$ cat src/rtl/store_buffer.sv
// rtl/store_buffer.sv - posted-write store buffer with in-order drain and load forwarding
//
// Accepts one core store per cycle into a circular FIFO, drains the oldest
// entry to a handshaked data memory, and forwards the youngest matching
// buffered store to core loads so read data is always coherent.
//
// Ports:
//   clk        rising-edge clock
//   reset      synchronous, active-low reset
//   memwrite   core store strobe
//   memtoreg   core load indicator
//   aluout     byte address from core (bits [1:0] ignored)
//   writedata  store data from core
//   readdata   load data to core (combinational)
//   stall      core must hold the current instruction
//   count      number of valid entries
//   mem_req    head write request to memory
//   mem_addr   head entry word-aligned address
//   mem_wdata  head entry data
//   mem_ack    memory accepted the head write at this edge
//   mem_raddr  asynchronous read address to memory
//   mem_rdata  asynchronous read data from memory
//
// Optional feature macro: STORE_BUF_COALESCE_EN
//   When defined, a store hitting a valid non-head entry overwrites that
//   entry's data in place instead of allocating.

module store_buffer #(
   parameter int DEPTH = 4
) (
   input  logic                         clk,
   input  logic                         reset,
   input  logic                         memwrite,
   input  logic                         memtoreg,
   input  logic [31:0]                  aluout,
   input  logic [31:0]                  writedata,
   output logic [31:0]                  readdata,
   output logic                         stall,
   output logic [$clog2(DEPTH+1)-1:0]   count,
   output logic                         mem_req,
   output logic [31:0]                  mem_addr,
   output logic [31:0]                  mem_wdata,
   input  logic                         mem_ack,
   output logic [31:0]                  mem_raddr,
   input  logic [31:0]                  mem_rdata
);

   localparam int PW = $clog2(DEPTH);
   localparam int CW = $clog2(DEPTH+1);

   logic [29:0]   addr_q [DEPTH];
   logic [31:0]   data_q [DEPTH];
   logic [PW-1:0] head_q;
   logic [PW-1:0] tail_q;
   logic [CW-1:0] count_q;

   logic          full;
   logic          enq;
   logic          deq;
   logic          coalesce_hit;
   logic          fwd_hit;
   logic [31:0]   fwd_data;
   logic          unused_lsbs;

   // Word access only; the byte offset is intentionally dropped.
   assign unused_lsbs = ^aluout[1:0];

   assign count     = count_q;
   assign full      = (count_q == CW'(DEPTH));
   assign mem_req   = (count_q != '0);
   // Gate head fields so the outputs read zero while the buffer is empty.
   assign mem_addr  = mem_req ? {addr_q[head_q], 2'b00} : 32'h0;
   assign mem_wdata = mem_req ? data_q[head_q] : 32'h0;
   assign mem_raddr = {aluout[31:2], 2'b00};

   assign deq   = mem_req && mem_ack;
   // Stall looks at the count at the start of the cycle only; an ack in the
   // same cycle does not open a slot for this store.
   assign stall = memwrite && full && !coalesce_hit;
   assign enq   = memwrite && !stall && !coalesce_hit;

   // Walk valid entries oldest to youngest so the last match is the youngest.
   // The head still forwards while it is being acked this cycle.
   always_comb begin : forward
      fwd_hit  = 1'b0;
      fwd_data = 32'h0;
      for (int k = 0; k < DEPTH; k++) begin
         if ((CW'(k) < count_q) && (addr_q[head_q + PW'(k)] == aluout[31:2])) begin
            fwd_hit  = 1'b1;
            fwd_data = data_q[head_q + PW'(k)];
         end
      end
   end

   assign readdata = (memtoreg && fwd_hit) ? fwd_data : mem_rdata;

`ifdef STORE_BUF_COALESCE_EN
   logic [PW-1:0] coalesce_idx;

   // Search starts at age 1: the head may already be in flight to memory,
   // so it must never be modified.
   always_comb begin : coalesce
      coalesce_hit = 1'b0;
      coalesce_idx = '0;
      if (memwrite) begin
         for (int k = 1; k < DEPTH; k++) begin
            if ((CW'(k) < count_q) && (addr_q[head_q + PW'(k)] == aluout[31:2])) begin
               coalesce_hit = 1'b1;
               coalesce_idx = head_q + PW'(k);
            end
         end
      end
   end
`else
   assign coalesce_hit = 1'b0;
`endif

   // Entry storage needs no reset; validity is derived from head and count.
   always_ff @(posedge clk) begin : storage
      if (reset && enq) begin
         addr_q[tail_q] <= aluout[31:2];
         data_q[tail_q] <= writedata;
      end
`ifdef STORE_BUF_COALESCE_EN
      if (reset && coalesce_hit) begin
         data_q[coalesce_idx] <= writedata;
      end
`endif
   end

   always_ff @(posedge clk) begin : pointers
      if (!reset) begin
         head_q  <= '0;
         tail_q  <= '0;
         count_q <= '0;
      end else begin
         if (enq) begin
            tail_q <= tail_q + PW'(1);
         end
         if (deq) begin
            head_q <= head_q + PW'(1);
         end
         case ({enq, deq})
            2'b10:   count_q <= count_q + CW'(1);
            2'b01:   count_q <= count_q - CW'(1);
            default: count_q <= count_q;
         endcase
      end
   end

endmodule

$ cat config.mk
export PLATFORM = sky130hd
export DESIGN_NAME = store_buffer
export DESIGN_NICKNAME = d
export VERILOG_FILES = /design/src/rtl/store_buffer.sv
export SDC_FILE = /design/constraint.sdc
export NUM_CORES = 1
export LEC_CHECK = 0
export CORE_ASPECT_RATIO = 1.2
export CORE_MARGIN = 3
export CORE_UTILIZATION = 50
export CTS_CLUSTER_SIZE = 28
export DETAILED_ROUTE_END_ITERATION = 6
export PLACE_DENSITY = 0.73
export RECOVER_POWER = 25
export SLEW_MARGIN = 25
export SYNTH_ARGS = -nofsm -noshare
export SYNTH_HDL_FRONTEND = slang
export SYNTH_SLANG_ARGS = --single-unit
$ cat constraint.sdc
create_clock -name clk -period 6.8 [get_ports clk]
set_input_delay 1.36 -clock clk [delete_from_list [all_inputs] [get_ports clk]]
set_output_delay 1.36 -clock clk [all_outputs]
set_load 0.1 [all_outputs]
==> flow_summary_export.csv, run 1 <==
group,metric,value,unit
die,coreArea,36040,um^2
yosys,synth_area_leaders,"edfxtp_1 41%, mux4_2 23%, mux2i_1 5.0%",
yosys,synth_largest_area_cell,"edfxtp_1",
timing,fmax,0.1568,GHz
hold_path,hold_depth,4,
clocking,cts_root_buffer,"clkbuf_16",
clocking,insertion_delay,0.54,ns
clocking,cts.htree.levels,1,
route,wl,52.11,mm
cells_and_area,areaGrowthSynthToFinish,19.72,%
place,dp_hpwl,35.22,mm
clocking,hold_buffers,0,
die,boundaryPins,234,
route,firstDrtPassIters,7,
yosys,seq_area_frac_synth,0.4165,
place,dp_cells,1997,
global_routing,grt_pass1_wl,79.31,mm
hold_path,hold_class,"reg2reg",
timing,skew,0.005131,ns
timing,final-setup-viol-count,0,
yosys,synthDistinctLibCells,67,
route,route.detailed.drc,0,
place,port_buffers,227,
yosys,synth_most_common_cell,"edfxtp_1",
route,vias,13480,
global_routing,antenna_found_initial,5,
die,die_w,180.7,um
yosys,ys_seq_elements,257,
timing,report.final.slew_viol_count,0,
yosys,synth_top_flop_cell,"edfxtp_1",
yosys,netlist_top_cells_count,"248 x edfxtp_1, 185 x mux4_2, 92 x mux2i_1",
run,drv_cap,0,
yosys,postSynthAreaPerCell,12.92,um^2
die,die-area,38960,um^2
route,wl_per_cell,25.45,um
timing,rsz0062_at_grt,"false",
setup_path,cp-start-kind,"primary input",
die,rows,76,
setup_path,reg2regPathDepth,8,
timing,min_period,6.376,ns
route,drt-initial-drc-count,1062,
timing,final_hold_viol_count,0,
setup_path,critPathArrivalTime,5.02,ns
global_routing,grt_overflow,0,
setup_path,critPathMaxFanout,21,
yosys,synth-edff-count,248,
timing,maxSlewHeadroom,0.2811,
clocking,tritoncts,"built",
yosys,yosys.area.top_type_share,0.4067,
setup_path,path_class,"in2out",
timing,hold_ws,0.6798,ns
clocking,clk_pin_slew,0.07,ns
place,post-place-ws,0.5758,ns
clocking,cts_sinks,257,
cells_and_area,num-fill-cells,2776,
die,start_util,0.5081,
yosys,netlist_area,18310,um^2
cells_and_area,nets,1668,
route,vias_per_cell,6.580,
power,p_leak,0.006848,uW
clocking,clk_path_buf_depth,3,
timing,tns,0,ns
yosys,synthCells,1417,
clocking,post_cts_buffers,0,
clocking,cts_made_buffers,27,
global_routing,grt_max_degree,65,
yosys,async_reset_ff_frac,0,
clocking,cts_resized,0,
power,vdd_ir_drop_max,0.4018,mV
place,gp_congestion,0.9631,
global_routing,grt_pass1_vias,13430,
yosys,yosys_warnings,0,
die,die_height,215.6,um
power,power_density,357.5,nW/um^2
outcome,outcome,"finished, final reports clean",
cells_and_area,drive_above_1_share,0.2195,
timing,min_period_over_period,0.9376,
route,detail-route-antenna-nets,0,
global_routing,track_usage,0.2611,
setup_path,cp.required,5.44,ns
cells_and_area,fin_cells,2048,
timing,setup_slack,0.4243,ns
timing,tightest_slew,1.075,ns
setup_path,cp-end-kind,"primary output",
==> placed cells by master, fill, tap and decap left out, types with 31 or more instances in the layout <==
master and instances:
a211oi_1 36, a21oi_1 42, and2_1 55, buf_12 36, buf_4 45, clkdlybuf4s50_1 154
dlygate4sd3_1 41, edfxtp_1 248, inv_1 75, mux2i_1 92, mux4_2 185, nand3_1 39
nand4_1 51, o21a_1 31, o21ai_0 47, o311ai_0 31, xnor2_1 75
==> where the power goes <==
group / total (uW) / internal (uW) / leakage, uW / switching (uW)
clock: 1390 / 769 / 0.000393 / 623
sequential: 2030 / 1830 / 0.00233 / 198
combinational: 4420 / 1570 / 0.00413 / 2850
total: 7840 / 4170 / 0.00685 / 3670
==> final timing paths <==
path,end,slack [ns],from
setup / recovery,readdata[29],0.42,aluout[22]
hold / removal,tail_q[1]$_SDFFE_PN0P_,0.68,tail_q[1]$_SDFFE_PN0P_
setup reg to reg,count[2]$_SDFFE_PN0P_,2.92,count[0]$_SDFFE_PN0P_
hold reg to reg,tail_q[1]$_SDFFE_PN0P_,0.68,tail_q[1]$_SDFFE_PN0P_
==> final cells by class <==
cell class / instances / area [um^2] / area share
multi-input cells: 915 / 9547 / 0.4355
inverters: 76 / 286.5 / 0.01307
well taps: 468 / 585.6 / 0.02671
repair buffers: 281 / 3029 / 0.1382
diodes: 4 / 10.01 / 0.0004566
clock buffers: 30 / 686.9 / 0.03133
flip-flops and latches: 257 / 7642 / 0.3486
clock inverters: 17 / 135.1 / 0.006164
==> kinds of logic after synthesis <==
| group | after synthesis | share of synthesized area |
|---|---|---|
| muxes | 297 | 0.2903 |
| and+or+nand+nor | 258 | 0.07967 |
| DFF | 257 | 0.4165 |
| AOI/OAI and AO/OA | 248 | 0.09484 |
| buffers and inverters | 248 | 0.06491 |
| xor gates and xnor gates | 99 | 0.04735 |
| adders and majority gates | 9 | 0.006150 |
| other | 1 | 0.0002048 |
==> per-stage QoR <==
| stage | total power, uW | instance area (um^2) | util |
|---|---|---|---|
| 3_3_place_gp | 6450 | 21110 | 0.5857 |
| 6_report | 7838 | 21920 | 0.6083 |
| 5_1_grt | 8140 | 21910 | 0.6081 |
| 4_1_cts | 7888 | 21930 | 0.6085 |
| 3_5_place_dp | 6491 | 21110 | 0.5857 |
| 2_1_floorplan | 5482 | 18320 | - |
==> worst max-delay path: stages <==
cell           delay, ns
dlygate4sd3_1       0.61
clkbuf_1            0.48
o2bb2ai_1           0.17
nor3_1              0.26
nand4_1             0.18
a2111oi_4           0.44
buf_4               0.39
nand4_1             0.16
o311ai_0            0.16
o211ai_1            0.25
a22oi_1             0.31
buf_12              0.22
==> state kept, by name, indices dropped and copies added (netlist names), named ones only <==
register,count
data_q,128
addr_q,120
head_q,2
tail_q,2
count,3
==> per-layer routing <==
metal  vias up  track usage  wire length [um]
li1       5891            -                 -
met1      6748       0.3222             18540
met2       718       0.4690             26890
met3       118      0.03911              4728
met4         0      0.09035              1952
met5         -            0                 0
(Power assumes the default switching activity.)
==> inputs of run 2 (changes only) <==
- CTS_CLUSTER_DIAMETER: default -> 200
- DONT_BUFFER_PORTS: default -> 1
- PLACE_DENSITY: 0.73 -> default
- SLEW_MARGIN: 25 -> 15
==> run 2 against run 1 <==
- first-iteration DRC count decreased by 4.6%
- routed wire length decreased by 2.9%
- critical path depth decreased by 1
- critical endpoint unchanged
==> flow_summary_export.csv, run 2 (synthesis results as in run 1) <==
group,metric,value,unit
power,internal-power,3462,uW
place,dp_cells,1783,
power,p_leak,0.005813,uW
setup_path,path_class,"reg2out",
clocking,cts_root_buffer,"clkbuf_16",
global_routing,grt_max_degree,69,
route,vias_per_cell,6.908,
cells_and_area,top_register,"data_q",
timing,tns,0,ns
setup_path,cp-end-kind,"primary output",
clocking,insertion_delay,0.50,ns
route,vias,12440,
timing,skew,0.03894,ns
clocking,clk_pin_slew,0.11,ns
clocking,post_cts_buffers,0,
route,drt-initial-drc-count,1013,
setup_path,critPathMaxFanout,33,
route,firstDrtPassIters,7,
route,route.detailed.drc,0,
timing,final-setup-viol-count,0,
setup_path,cp-start-kind,"register",
timing,tightest_slew,1.129,ns
cells_and_area,final_common_cell,"edfxtp_1",
power,vdd_ir_drop_max,0.3695,mV
place,dp_hpwl,33.46,mm
timing,min_period_over_period,0.9232,
setup_path,critPathArrivalTime,4.92,ns
clocking,hold_buffers,0,
power,power_switching,3383,uW
power,seq_power_share,0.296,
route,wl,50.58,mm
cells_and_area,areaGrowthSynthToFinish,6.758,%
cells_and_area,drive_above_1_share,0.2573,
global_routing,track_usage,0.2529,
setup_path,cp.required,5.44,ns
die,coreArea,36040,um^2
clocking,cts_made_buffers,13,
clocking,cts.htree.levels,1,
timing,final_hold_viol_count,0,
timing,report.final.slew_viol_count,0,
place,port_buffers,0,
power,clockPowerShare,0.126,
timing,min_period,6.278,ns
place,gp_congestion,0.9378,
cells_and_area,largest_reg_flops,128,
cells_and_area,antennaDiodeCount,0,
power,power_density,350.1,nW/um^2
die,rows,76,
cells_and_area,nets,1440,
global_routing,grt_pass1_vias,12310,
cells_and_area,fin_cells,1801,
global_routing,grt_overflow,0,
global_routing,antenna_found_initial,0,
die,die-area,38960,um^2
cells_and_area,most-common-layout-cells,"248 x edfxtp_1, 185 x mux4_2, 92 x mux2i_1",
power,combPwrFrac,0.578,
clocking,cts_sinks,257,
power,swShare,0.4942,
outcome,outcome,"finished, final reports clean",
die,die_height,215.6,um
route,wl_per_cell,28.09,um
global_routing,grt_pass1_wl,76.52,mm
hold_path,hold_class,"reg2reg",
timing,maxSlewHeadroom,0.2448,
timing,fmax,0.1593,GHz
die,start_util,0.5081,
clocking,cts_resized,0,
route,detail-route-antenna-nets,0,
run,drv_cap,0,
clocking,tritoncts,"built",
die,boundaryPins,234,
timing,rsz0062_at_grt,"false",
clocking,clk_path_buf_depth,3,
die,die_w,180.7,um
run 2: cell count changes in the layout (fill, tap and decap cells not counted), moves of 5 or more:
cell / change
clkdlybuf4s50_1: -154
clkbuf_16: -14
clkinv_2: -5
dlygate4sd3_1: -41
buf_4: -12
a21oi_2: +30
a21oi_1: -30
run 2: metal layers:
layer | track usage | vias to the layer above | routed length (um)
met5 | 0 | - | 0
met2 | 0.4604 | 548 | 26990
met3 | 0.04332 | 84 | 3717
met4 | 0.07423 | 0 | 1474
li1 | - | 5387 | -
met1 | 0.3087 | 6423 | 18400
run 2: worst max-delay path, stage by stage (launching register included):
cell       delay [ns]
dfxtp_4          0.73
buf_4            0.46
mux2i_1          0.25
a22o_1           0.28
a2111oi_0        0.54
a31oi_1          0.09
nor3b_1          0.26
nand4_1          0.24
o2111a_4         0.38
nand2b_4         0.52
a22oi_2          0.38
buf_12           0.21
run 2: path summary, 6_finish.rpt:
check | from | to | slack [ns] | cells past startpoint
worst max-delay path | head_q[0]$_SDFFE_PN0P_ | readdata[29] | 0.52 | 11
worst min-delay path | tail_q[1]$_SDFFE_PN0P_ | tail_q[1]$_SDFFE_PN0P_ | 0.67 | 4
worst max register to register | count[1]$_SDFFE_PN0P_ | count[2]$_SDFFE_PN0P_ | 3.49 | 10
worst min register to register | tail_q[1]$_SDFFE_PN0P_ | tail_q[1]$_SDFFE_PN0P_ | 0.67 | 4
run 2: per-stage QoR:
stage	instance area [um^2]	setup WS [ns]	power (uW)	util	hold WS (ns)
2_1_floorplan	18320	0.2240	5482	-	0.6245
3_3_place_gp	19180	1.054	6023	0.5321	0.6609
3_5_place_dp	19180	0.9955	6041	0.5321	0.6678
4_1_cts	19550	0.5591	6898	0.5424	0.6822
5_1_grt	19550	0.3494	7146	0.5424	0.7251
6_report	19550	0.5222	6844	0.5424	0.6739
run 2: area by class of cell:
cell class / instances / area [um^2]
multi-input cells: 915 / 9737
clock inverters: 1 / 30.03
clock buffers: 17 / 340.3
fillers: 2983 / 16490
repair buffers: 67 / 928.4
well taps: 468 / 585.6
flip-flops and latches: 257 / 7642
inverters: 76 / 285.3
run 2: power by group through the flow:
stage	registers [uW]	logic, uW	clock network [uW]
after global routing	2040	4150	950
final	2020	3960	865
after CTS	2030	3990	884
after detailed placement	2060	3980	0
after floorplan	1940	3540	0
after global placement	2060	3970	0
